`src/rtl/serial_add_sequencer.sv`:
```
// Bit-serial adder: one full_adder cell reused over WIDTH clocks, LSB first, with start/busy/done handshake.
// Optional `SERIAL_ADD_OVF_EN adds a registered two's-complement overflow flag (port ovf).

module full_adder (
    input  logic A,
    input  logic B,
    input  logic Cin,
    output logic Y,
    output logic Cout
);
    assign Y    = A ^ B ^ Cin;
    assign Cout = (A & B) | (Cin & (A ^ B));
endmodule

module serial_add_sequencer #(
    parameter int WIDTH = 4
) (
    input  logic             clk,
    input  logic             reset,
    input  logic             start,
    input  logic [WIDTH-1:0] a,
    input  logic [WIDTH-1:0] b,
    input  logic             cin,
    output logic             busy,
    output logic             done,
    output logic [WIDTH-1:0] sum,
`ifdef SERIAL_ADD_OVF_EN
    output logic             ovf,
`endif
    output logic             cout
);
    localparam int CW = (WIDTH > 1) ? $clog2(WIDTH) : 1;

    typedef enum logic [1:0] {IDLE, RUN, DONE} state_t;

    // Operand shifters plus the running carry, loaded together on an accepted start.
    typedef struct packed {
        logic [WIDTH-1:0] sha;
        logic [WIDTH-1:0] shb;
        logic             carry;
    } opnd_t;

    state_t           state, state_n;
    opnd_t            op;
    logic [WIDTH-1:0] shr;
    logic [CW-1:0]    cnt;
    logic             last;
    logic             fa_y, fa_co;

    assign last = (cnt == CW'(WIDTH-1));

    full_adder u_fa (
        .A   (op.sha[0]),
        .B   (op.shb[0]),
        .Cin (op.carry),
        .Y   (fa_y),
        .Cout(fa_co)
    );

    always_ff @(posedge clk) begin
        if (reset) state <= IDLE;
        else       state <= state_n;
    end

    always_comb begin
        state_n = state;
        case (state)
            IDLE:    if (start) state_n = RUN;
            RUN:     if (last)  state_n = DONE;
            DONE:    state_n = IDLE;
            default: state_n = IDLE;
        endcase
    end

    // busy/done are registered from the next state so they line up with RUN/DONE exactly.
    always_ff @(posedge clk) begin
        if (reset) begin
            busy <= 1'b0;
            done <= 1'b0;
        end else begin
            busy <= (state_n == RUN);
            done <= (state_n == DONE);
        end
    end

    always_ff @(posedge clk) begin
        if (reset) begin
            op   <= '0;
            shr  <= '0;
            cnt  <= '0;
            sum  <= '0;
            cout <= 1'b0;
`ifdef SERIAL_ADD_OVF_EN
            ovf  <= 1'b0;
`endif
        end else begin
            case (state)
                IDLE: begin
                    if (start) begin
                        op.sha   <= a;
                        op.shb   <= b;
                        op.carry <= cin;
                        shr      <= '0;
                        cnt      <= '0;
                    end
                end
                RUN: begin
                    op.sha   <= op.sha >> 1;
                    op.shb   <= op.shb >> 1;
                    op.carry <= fa_co;
                    shr      <= {fa_y, shr[WIDTH-1:1]};
                    cnt      <= cnt + CW'(1);
                    // Commit on the MSB cycle so the result is visible while done is high.
                    if (last) begin
                        sum  <= {fa_y, shr[WIDTH-1:1]};
                        cout <= fa_co;
`ifdef SERIAL_ADD_OVF_EN
                        // op.carry here is still the carry into the MSB.
                        ovf  <= op.carry ^ fa_co;
`endif
                    end
                end
                default: ;
            endcase
        end
    end
endmodule

```
`config.mk`:
```
export PLATFORM = sky130hd
export DESIGN_NAME = serial_add_sequencer
export DESIGN_NICKNAME = d
export VERILOG_FILES = /design/src/rtl/serial_add_sequencer.sv
export SDC_FILE = /design/constraint.sdc
export NUM_CORES = 1
export LEC_CHECK = 0
export ABC_CLOCK_PERIOD_IN_PS = 2600
export BUFFER_PORTS_ARGS = -buffer_cell sky130_fd_sc_hd__buf_2
export CELL_PAD_IN_SITES_DETAIL_PLACEMENT = 0
export CELL_PAD_IN_SITES_GLOBAL_PLACEMENT = 1
export CORE_MARGIN = 5
export CORE_UTILIZATION = 35
export CTS_CLUSTER_SIZE = 30
export DETAILED_ROUTE_END_ITERATION = 7
export PLACE_DENSITY = 0.65
export SYNTH_ARGS = -nofsm -noshare
export SYNTH_HDL_FRONTEND = slang
export SYNTH_SLANG_ARGS = --single-unit
```
`constraint.sdc`:
```
create_clock -name clk -period 2.6 [get_ports clk]
set_clock_uncertainty 0.05 [all_clocks]
set_input_delay 0.78 -clock clk [delete_from_list [all_inputs] [get_ports clk]]
set_output_delay 0.78 -clock clk [all_outputs]
set_load 0.01 [all_outputs]
```
# Yosys cells after proc, flatten, opt, wreduce, memory -nomap -nowiden
# Cells that the tools add are included.
totals:
  register_bits: 24
  out_inout_bits: 7
  mem_count: 0
  elab_cells: 34
  latchBits: 0
  mem_bits_ro: 0
  ramBits: 0
op_classes:
  n_mul: 0
  add_sub_neg: 1
  div: 0
  bitwise_logic: 5
  shift: 0
  n_eq_ne: 5
  magnitude_cmp: 0
  n_reduce_logical: 4
  n_mux: 9
ops:
  columns: ["cell", "n"]
  rows:
  - ["one-hot mux 9 bit (2 select lines)", 1]
  - ["two-way mux 9 bit", 1]
  - ["one-hot mux 2 bit (2 select lines)", 2]
  - ["one-hot mux 4 bit (2 select lines)", 1]
  - ["two-way mux 2 bit", 3]
  - ["== test 2 x 1 -> 1 bit (second input constant)", 2]
  - ["== test 2 bit (second input constant)", 2]
  - ["two-way mux 4 bit", 1]
  - ["AND reduction 2 bit", 2]
  - ["adder 2 x 1 -> 2 bit (second input constant)", 1]
  - ["bitwise AND 1 bit", 2]
  - ["zero test 2 bit", 1]
  - ["!= test 2 bit (second input constant)", 1]
  - ["nonzero test 2 bit", 1]
  - ["bitwise XOR 1 bit", 2]
  - ["bitwise OR 1 bit", 1]

# Longest topological paths before layout
# Gate-level depths: netlist of the first run.
logic_depth:
  word_depth: 4
  depth_mapped: 5

# By module
# From an unflattened synthesis of the first run, not the netlist that was laid out.
unflattened:
  hier_cells: 93
  hier_area_um2: 912.1
by_module_without_submodules:
  columns: ["mod", "cells_per_inst", "area_each_um2", "instances"]
  rows:
  - ["serial_add_sequencer", 92, 892.1, 1]
  - ["full_adder", 1, 20.0, 1]

# Least setup slack after synthesis of the first run
# Ideal clock, no wire load.
synth_timing:
  path_type: "input to register"
  startpoint: "input cin"
  endpoint: "register op[0] (netlist name)"
  slack_ns: 1.110
  n_path_buf: 0
  t_required_ns: 2.434
  t_arrival_ns: 1.324
  path_stages: 3
  cell_sequence: "or3b_1 -> a21oi_1 -> nor3_1"
synth_between:
  elab_chain_cells: 2
synth_rtl:
  columns: ["element", "line", "text"]
  rows:
  - ["start: declaration", "23", "input logic cin,"]
  - ["two-way mux 9 bit", "99", "if (start) begin"]
  - ["one-hot mux 9 bit (2 select lines)", "97", "case (state)"]
  - ["end: declaration", "44", "opnd_t op;"]
# No other way between the ends. The select of a mux whose other input is x is not followed.
# A chain may end at the register's enable or synchronous reset.

# Worst setup path after layout of the first run
layout_timing:
  startpoint: "register state[0]"
  endpoint: "register sum[1]"
layout_between:
  elab_chain_cells: 2
layout_rtl:
  columns: ["element", "line", "text"]
  rows:
  - ["start: declaration", "43", "state_t state, state_n;"]
  - ["start signal: assignment", "62", "else state <= state_n;"]
  - ["== test 2 x 1 -> 1 bit", "97", null]
  - ["AND reduction 2 bit (no line)", null, null]
  - ["end signal: assignment", "115", "sum <= {fa_y, shr[WIDTH-1:1]};"]
  - ["end: declaration", "26", "output logic [WIDTH-1:0] sum,"]
# No other way between the ends.

==> flow_metrics.env, run 1 <==
export IMPL_status="complete, no violations"
export IMPL_cp_top_family="flip-flops"
export IMPL_gp_congestion=0.6845
export IMPL_synthTopCellsByArea="dfxtp_1, mux2i_1, nor2_1"
export IMPL_antenna_cells=0
export IMPL_fin_nets=124
export IMPL_synthDistinctLibCells=23
export IMPL_path_cells="nor2b_1, nand3_1, a21oi_1"
export IMPL_syn_avg_cell_area_um2=9.942
export IMPL_die_height_um=61.40
export IMPL_synth_top_area_share_pct=49.80
export IMPL_worst_path_max_delay_cell="dfxtp_1"
export IMPL_cts_sinks=23
export IMPL_clockBufferDepth=2
export IMPL_cts_inserted_buffers=3
export IMPL_rr_worst_depth=3
export IMPL_hold_viol=0
export IMPL_ir_drop_mv=0.3859
export IMPL_r2r_slack_ps=860
export IMPL_path_max_fanout=14
export IMPL_yosys_warnings=0
export IMPL_maxCapViolations=0
export IMPL_power_density_nw_per_um2=588.9
export IMPL_synthArstFlopShare_pct=0
export IMPL_slew_violations=0
export IMPL_grt_antenna_before_repair=0
export IMPL_port_buffers=18
export IMPL_holdPathEnd="sum[0]"
export IMPL_cts_tree="done"
export IMPL_hpwl_mm=1.224
export IMPL_first_pass_iters=4
export IMPL_clk_latency_ps=300
export IMPL_synth_compound_area_share_pct=17.19
export IMPL_dpl_cell_area_um2=1017
export IMPL_critPathKind="flip-flop to flip-flop"
export IMPL_ys_seq_area_share_pct=49.80
export IMPL_rsz0062_at_grt="false"
export IMPL_arrival_ps=1930
export IMPL_core_um2=2500
export IMPL_critPathRequiredTime_ps=2790
export IMPL_fp_row_count=18
export IMPL_setup_viol=0
export IMPL_post_route_min_period_ps=1741
export IMPL_grt_pass1_vias=659
export IMPL_synth_xor_area_share_pct=0
export IMPL_routedWlPerCell_um=12.99
export IMPL_grt_pass1_wl_mm=3.077
export IMPL_synth_flop_cell="dfxtp_1"
export IMPL_max_stage_delay_ps=760
export IMPL_leakage_uw=0.0004406
export IMPL_synth_edf_count=0
export IMPL_path_clk_slew_ps=120
export IMPL_die_area_um2=3770
export IMPL_synthAdderAreaFrac_pct=3.518
export IMPL_routed_wl_mm=1.806
export IMPL_yosys_area_share_simple_pct=17.05
export IMPL_synth_seq_cells=23
export IMPL_drtIter0Drc=8
export IMPL_drive_above_1_share_pct=22.02
export IMPL_grt_max_degree=24
export IMPL_synth_mux_area_share_pct=8.660
export IMPL_tns_ps=0
export IMPL_initial_core_util_pct=36.99
export IMPL_syn_area_um2=924.6
export IMPL_holdPathStages=2
export IMPL_post_cts_buffers=0
export IMPL_end_kind="flip-flop"
export IMPL_syn_nets=107
export IMPL_max_freq_mhz=574.3
export IMPL_synth_top_family_by_area="compound AO/OA/AOI/OAI gates"
export IMPL_yosysMostFrequentCell="dfxtp_1"
export IMPL_rr_startpoint="state[0]"
export IMPL_die_w_um=61.40
export IMPL_synth_common_cells="dfxtp_1, nor2_1, a211oi_1, mux2i_1, a22oi_1"
export IMPL_rr_endpoint="sum[1]"
export IMPL_cp_num_buf_inv=0
export IMPL_cts_root_buf="clkbuf_4"
export IMPL_layout_cells_non_filler=139
export IMPL_antenna_left=0
export IMPL_track_usage_pct=11.14
export IMPL_holdCritPathClass="flip-flop to flip-flop"
export IMPL_overflow=0
export IMPL_ios=19
export IMPL_ctsHoldBuffers=0
export IMPL_min_period_over_period_pct=66.98
export IMPL_cts_htree_levels=1
export IMPL_drc_errors=0
export IMPL_design_area_um2=1044
export IMPL_viasPerCell=4.935
export IMPL_yosys_area_top_type="dfxtp_1"
export IMPL_vias=686
export IMPL_worst_pin_slew_ps=644.4
export IMPL_relSlewSlack_pct=56.98
export IMPL_cts_resized_gates=0
export IMPL_areaGrowthSynthToFinish_pct=12.86
export IMPL_syn_inst=93
export IMPL_dp_cells=135
export IMPL_start_kind="flip-flop"
export IMPL_hp_start="sum[0]"
per-stage QoR:
| stage | util (%) | worst slack [ps] | total power, uW | hold WS (ps) |
|---|---|---|---|---|
| 5_1_grt | 41.74 | 687.7 | 656.3 | 425.2 |
| 3_3_place_gp | 40.69 | 940.7 | 457.7 | 391.7 |
| 6_report | 41.74 | 858.6 | 614.5 | 407.7 |
| 4_1_cts | 41.74 | 894.8 | 627.4 | 411.4 |
| 2_1_floorplan | - | 1110 | 440.2 | 393.2 |
| 3_5_place_dp | 40.69 | 885.0 | 459.5 | 393.4 |
layout make-up:
cell class	instances	area [um2]
Multi-Input combinational cell	64	429.2
Fill cell	257	1456
Clock buffer	4	26.28
Tap cell	30	37.54
Timing Repair Buffer	18	90.09
Sequential cell	23	460.4
worst max path at each step:
stage	end	slack, ps	startpoint	depth (start not counted)
2_1_floorplan	op[0]	1110	cin	3
3_3_place_gp	op[1]	940	start	4
3_5_place_dp	op[1]	880	start	4
4_1_cts	sum[1]	890	state[0]	3
5_1_grt	sum[1]	690	state[0]	3
6_report	sum[1]	860	state[0]	3
routing by layer:
metal	part of all wire (%)	track usage, %	up-vias
met3	5.5	4.193	2
met4	1.1	3.636	0
met2	41	16.01	12
met1	52	15.39	309
met5	0	0	-
li1	-	-	363
cells by family after synthesis:
group / Yosys count
fa+ha+maj: 2
mux: 8
buf+inv: 6
flops: 23
compound gates: 21
simple gates: 33
placed cells by master (no fill, tap or decap), drive strengths merged:
master,count
nand3b,1
mux2i,8
o21ba,1
nand2b,2
nand3,4
nand2,4
dfxtp,23
nor2,17
nor2b,1
o21bai,1
a21oi,5
nor3b,1
buf,18
or2b,1
or3b,1
fa,1
nor3,1
a211oi,8
a22oi,6
clkbuf,4
ha,1
power breakdown:
group          switching, uW  internal [uW]  leakage [uW]
combinational           34.7           32.0      0.000237
clock                    104           59.8     0.0000150
sequential              15.2            369      0.000188
total                    154            461      0.000441
flip-flops by register name, summed over array words and instances, names as in the netlist:
signal	count
cnt	2
done	1
busy	1
state	2
cout	1
sum	4
shr	3
op	9
worst register-to-register path: stages, from the launching register on:
cell and delay, ps:
dfxtp_1 760, nor2b_1 590, nand3_1 140, a21oi_1 150
Note: power is estimated with default switching activity, not from simulation.
==> run 2: changes to the inputs <==
--- a/config.mk
+++ b/config.mk
@@ -5,7 +5,8 @@
 export SDC_FILE = /design/constraint.sdc
 export NUM_CORES = 1
 export LEC_CHECK = 0
-export ABC_CLOCK_PERIOD_IN_PS = 2600
+export ABC_AREA = 1
+export ABC_CLOCK_PERIOD_IN_PS = 1800
 export BUFFER_PORTS_ARGS = -buffer_cell sky130_fd_sc_hd__buf_2
 export CELL_PAD_IN_SITES_DETAIL_PLACEMENT = 0
 export CELL_PAD_IN_SITES_GLOBAL_PLACEMENT = 1
@@ -13,7 +14,7 @@
 export CORE_UTILIZATION = 35
 export CTS_CLUSTER_SIZE = 30
 export DETAILED_ROUTE_END_ITERATION = 7
-export PLACE_DENSITY = 0.65
+export PLACE_DENSITY = 0.69
 export SYNTH_ARGS = -nofsm -noshare
 export SYNTH_HDL_FRONTEND = slang
 export SYNTH_SLANG_ARGS = --single-unit
==> constraint.sdc (replaced) <==
create_clock -name clk -period 1.8 [get_ports clk]
set_clock_uncertainty 0.05 [all_clocks]
set_input_delay 0.54 -clock clk [delete_from_list [all_inputs] [get_ports clk]]
set_output_delay 0.54 -clock clk [all_outputs]
set_load 0.01 [all_outputs]
==> run 2 against run 1 <==
  * Global-route usage is 0.78 points higher
  * Non-clock buffer count unchanged
  * Largest cell class unchanged
  * Sequential power increased by 43%
  * Die area is 1.4% higher
  * Via count rose by 18%
  * Worst hold slack improved by 9.0 ps
  * Final area increased by 2.5%
  * Sequential share of layout area fell by 1.1 points
  * Critical path type is now flip-flop to primary output
  * Count of clock-buffer cells in the layout unchanged
  * Worst setup slack worse by 440 ps
  * Sequential cell count unchanged
==> flow_metrics.env, run 2 <==
export IMPL_status="complete, no violations"
export IMPL_path_cells="buf_2"
export IMPL_busiest_layer="met2"
export IMPL_grt_pass1_wl_mm=3.305
export IMPL_drtIter0Drc=21
export IMPL_ctsHoldBuffers=0
export IMPL_die_area_um2=3821
export IMPL_post_cts_buffers=0
export IMPL_fin_nets=160
export IMPL_maxCapViolations=0
export IMPL_drive_above_1_share_pct=19.31
export IMPL_synthDistinctLibCells=18
export IMPL_cp_top_family="flip-flops"
export IMPL_grt_util_met1_pct=15.33
export IMPL_rsz0062_at_grt="false"
export IMPL_initial_core_util_pct=37.25
export IMPL_syn_avg_cell_area_um2=7.458
export IMPL_clockBufferDepth=2
export IMPL_final_cell_mix="nand2_1, nor2_1, dfxtp_1"
export IMPL_gr_usage_met2_pct=19.13
export IMPL_synth_seq_cells=23
export IMPL_timing_final_ws_setup_ps=423.6
export IMPL_worst_pin_slew_ps=365.2
export IMPL_cp_num_buf_inv=1
export IMPL_hold_viol=0
export IMPL_hpwl_mm=1.497
export IMPL_antenna_cells=0
export IMPL_grt_max_degree=15
export IMPL_leakage_uw=0.0005242
export IMPL_cts_sinks=23
export IMPL_grt_use_met3_pct=2.479
export IMPL_critPathKind="flip-flop to primary output"
export IMPL_ios=19
export IMPL_syn_nets=140
export IMPL_synthTopCellsByArea="dfxtp_1, nand2_1, nor2_1"
export IMPL_relSlewSlack_pct=75.63
export IMPL_synth_top_area_share_pct=49.00
export IMPL_power_density_nw_per_um2=826.3
export IMPL_path_clk_slew_ps=120
export IMPL_cts_tree="done"
export IMPL_arrival_ps=790
export IMPL_yosysMostFrequentCell="nand2_1"
export IMPL_syn_inst=126
export IMPL_reg_largest_list="op: 9 flops, sum: 4 flops, shr: 3 flops"
export IMPL_overflow=0
export IMPL_path_max_fanout=2
export IMPL_synthArstFlopShare_pct=0
export IMPL_worst_path_max_delay_cell="dfxtp_1"
export IMPL_regMostFlops="op"
export IMPL_yosys_area_top_type="dfxtp_1"
export IMPL_drc_errors=0
export IMPL_holdCritPathClass="flip-flop to flip-flop"
export IMPL_end_kind="primary output"
export IMPL_routed_wl_mm=1.992
export IMPL_first_pass_iters=4
export IMPL_tns_ps=0
export IMPL_synth_flop_cell="dfxtp_1"
export IMPL_cts_root_buf="clkbuf_4"
export IMPL_antenna_left=0
export IMPL_max_stage_delay_ps=360
export IMPL_ir_drop_mv=0.3980
export IMPL_final_common_cell="nand2_1"
export IMPL_setup_viol=0
export IMPL_min_period_over_period_pct=76.47
export IMPL_track_usage_pct=11.92
export IMPL_slew_violations=0
export IMPL_synth_edf_count=0
export IMPL_yosys_warnings=0
export IMPL_die_height_um=61.82
export IMPL_viasPerCell=4.640
export IMPL_port_buffers=18
export IMPL_grt_pass1_vias=763
export IMPL_cts_htree_levels=1
export IMPL_clk_latency_ps=300
export IMPL_start_kind="flip-flop"
export IMPL_ys_seq_area_share_pct=49.00
export IMPL_synth_common_cells="nand2_1, nor2_1, dfxtp_1"
export IMPL_pre_cts_ws_ps=408.9
export IMPL_max_freq_mhz=726.5
export IMPL_post_route_min_period_ps=1376
export IMPL_vias=812
export IMPL_cts_resized_gates=0
export IMPL_gp_congestion=0.7088
export IMPL_largest_register_ffs=9
export IMPL_critPathRequiredTime_ps=1210
export IMPL_die_w_um=61.82
export IMPL_routedWlPerCell_um=11.38
export IMPL_p_total_uw=883.9
export IMPL_areaGrowthSynthToFinish_pct=13.85
export IMPL_cts_inserted_buffers=3
export IMPL_fp_row_count=18
export IMPL_core_um2=2522
export IMPL_grt_antenna_before_repair=0
export IMPL_syn_area_um2=939.7
## run 2: final timing paths
check        startpoint     end  slack (ps)  cells after the start
min reg2reg      cnt[0]  cnt[0]         420                      1
max reg2reg      cnt[0]  sum[1]         470                      6
max                cout    cout         420                      1
min              cnt[0]  cnt[0]         420                      1
## run 2: stage by stage
stage / util (%) / cell area, um2 / instances / hold WS [ps]
after floorplan: - / 939.7 / 126 / 378.3
after global placement: 41.37 / 1044 / 171 / 396.9
after detailed placement: 41.37 / 1044 / 171 / 403.0
after CTS: 42.41 / 1070 / 175 / 406.3
after global routing: 42.41 / 1070 / 175 / 383.7
final: 42.41 / 1070 / 175 / 416.7
## run 2: final cells by class
type,instances,area (um2)
Clock buffer,4,26.28
Fill cell,291,1453
Inverter,12,47.55
Multi-Input combinational cell,88,407.9
Sequential cell,23,460.4
Tap cell,30,37.54
Timing Repair Buffer,18,90.09
## run 2: metal layers
layer / vias up / share of wire [%]
met1: 362 / 49
met5: - / 0
li1: 436 / -
met2: 12 / 46
met3: 2 / 4.0
met4: 0 / 0.85
## run 2: logic make-up (layout without fill, tap and decap cells)
| family | count (synthesis) | after routing | share of synthesized area, % |
|---|---|---|---|
| simple gates | 62 | 62 | 27.16 |
| compound gates | 24 | 24 | 12.78 |
| flops | 23 | 23 | 49.00 |
| buf+inv | 15 | 34 | 7.590 |
| fa+ha+maj | 2 | 2 | 3.462 |
## run 2: report_power, final
part | switching (uW) | leakage [uW] | internal, uW | total, uW
Combinational | 63.0 | 0.000321 | 39.8 | 103
Sequential | 15.4 | 0.000188 | 533 | 548
Clock | 147 | 0.0000150 | 86.3 | 233
Total | 225 | 0.000524 | 659 | 884
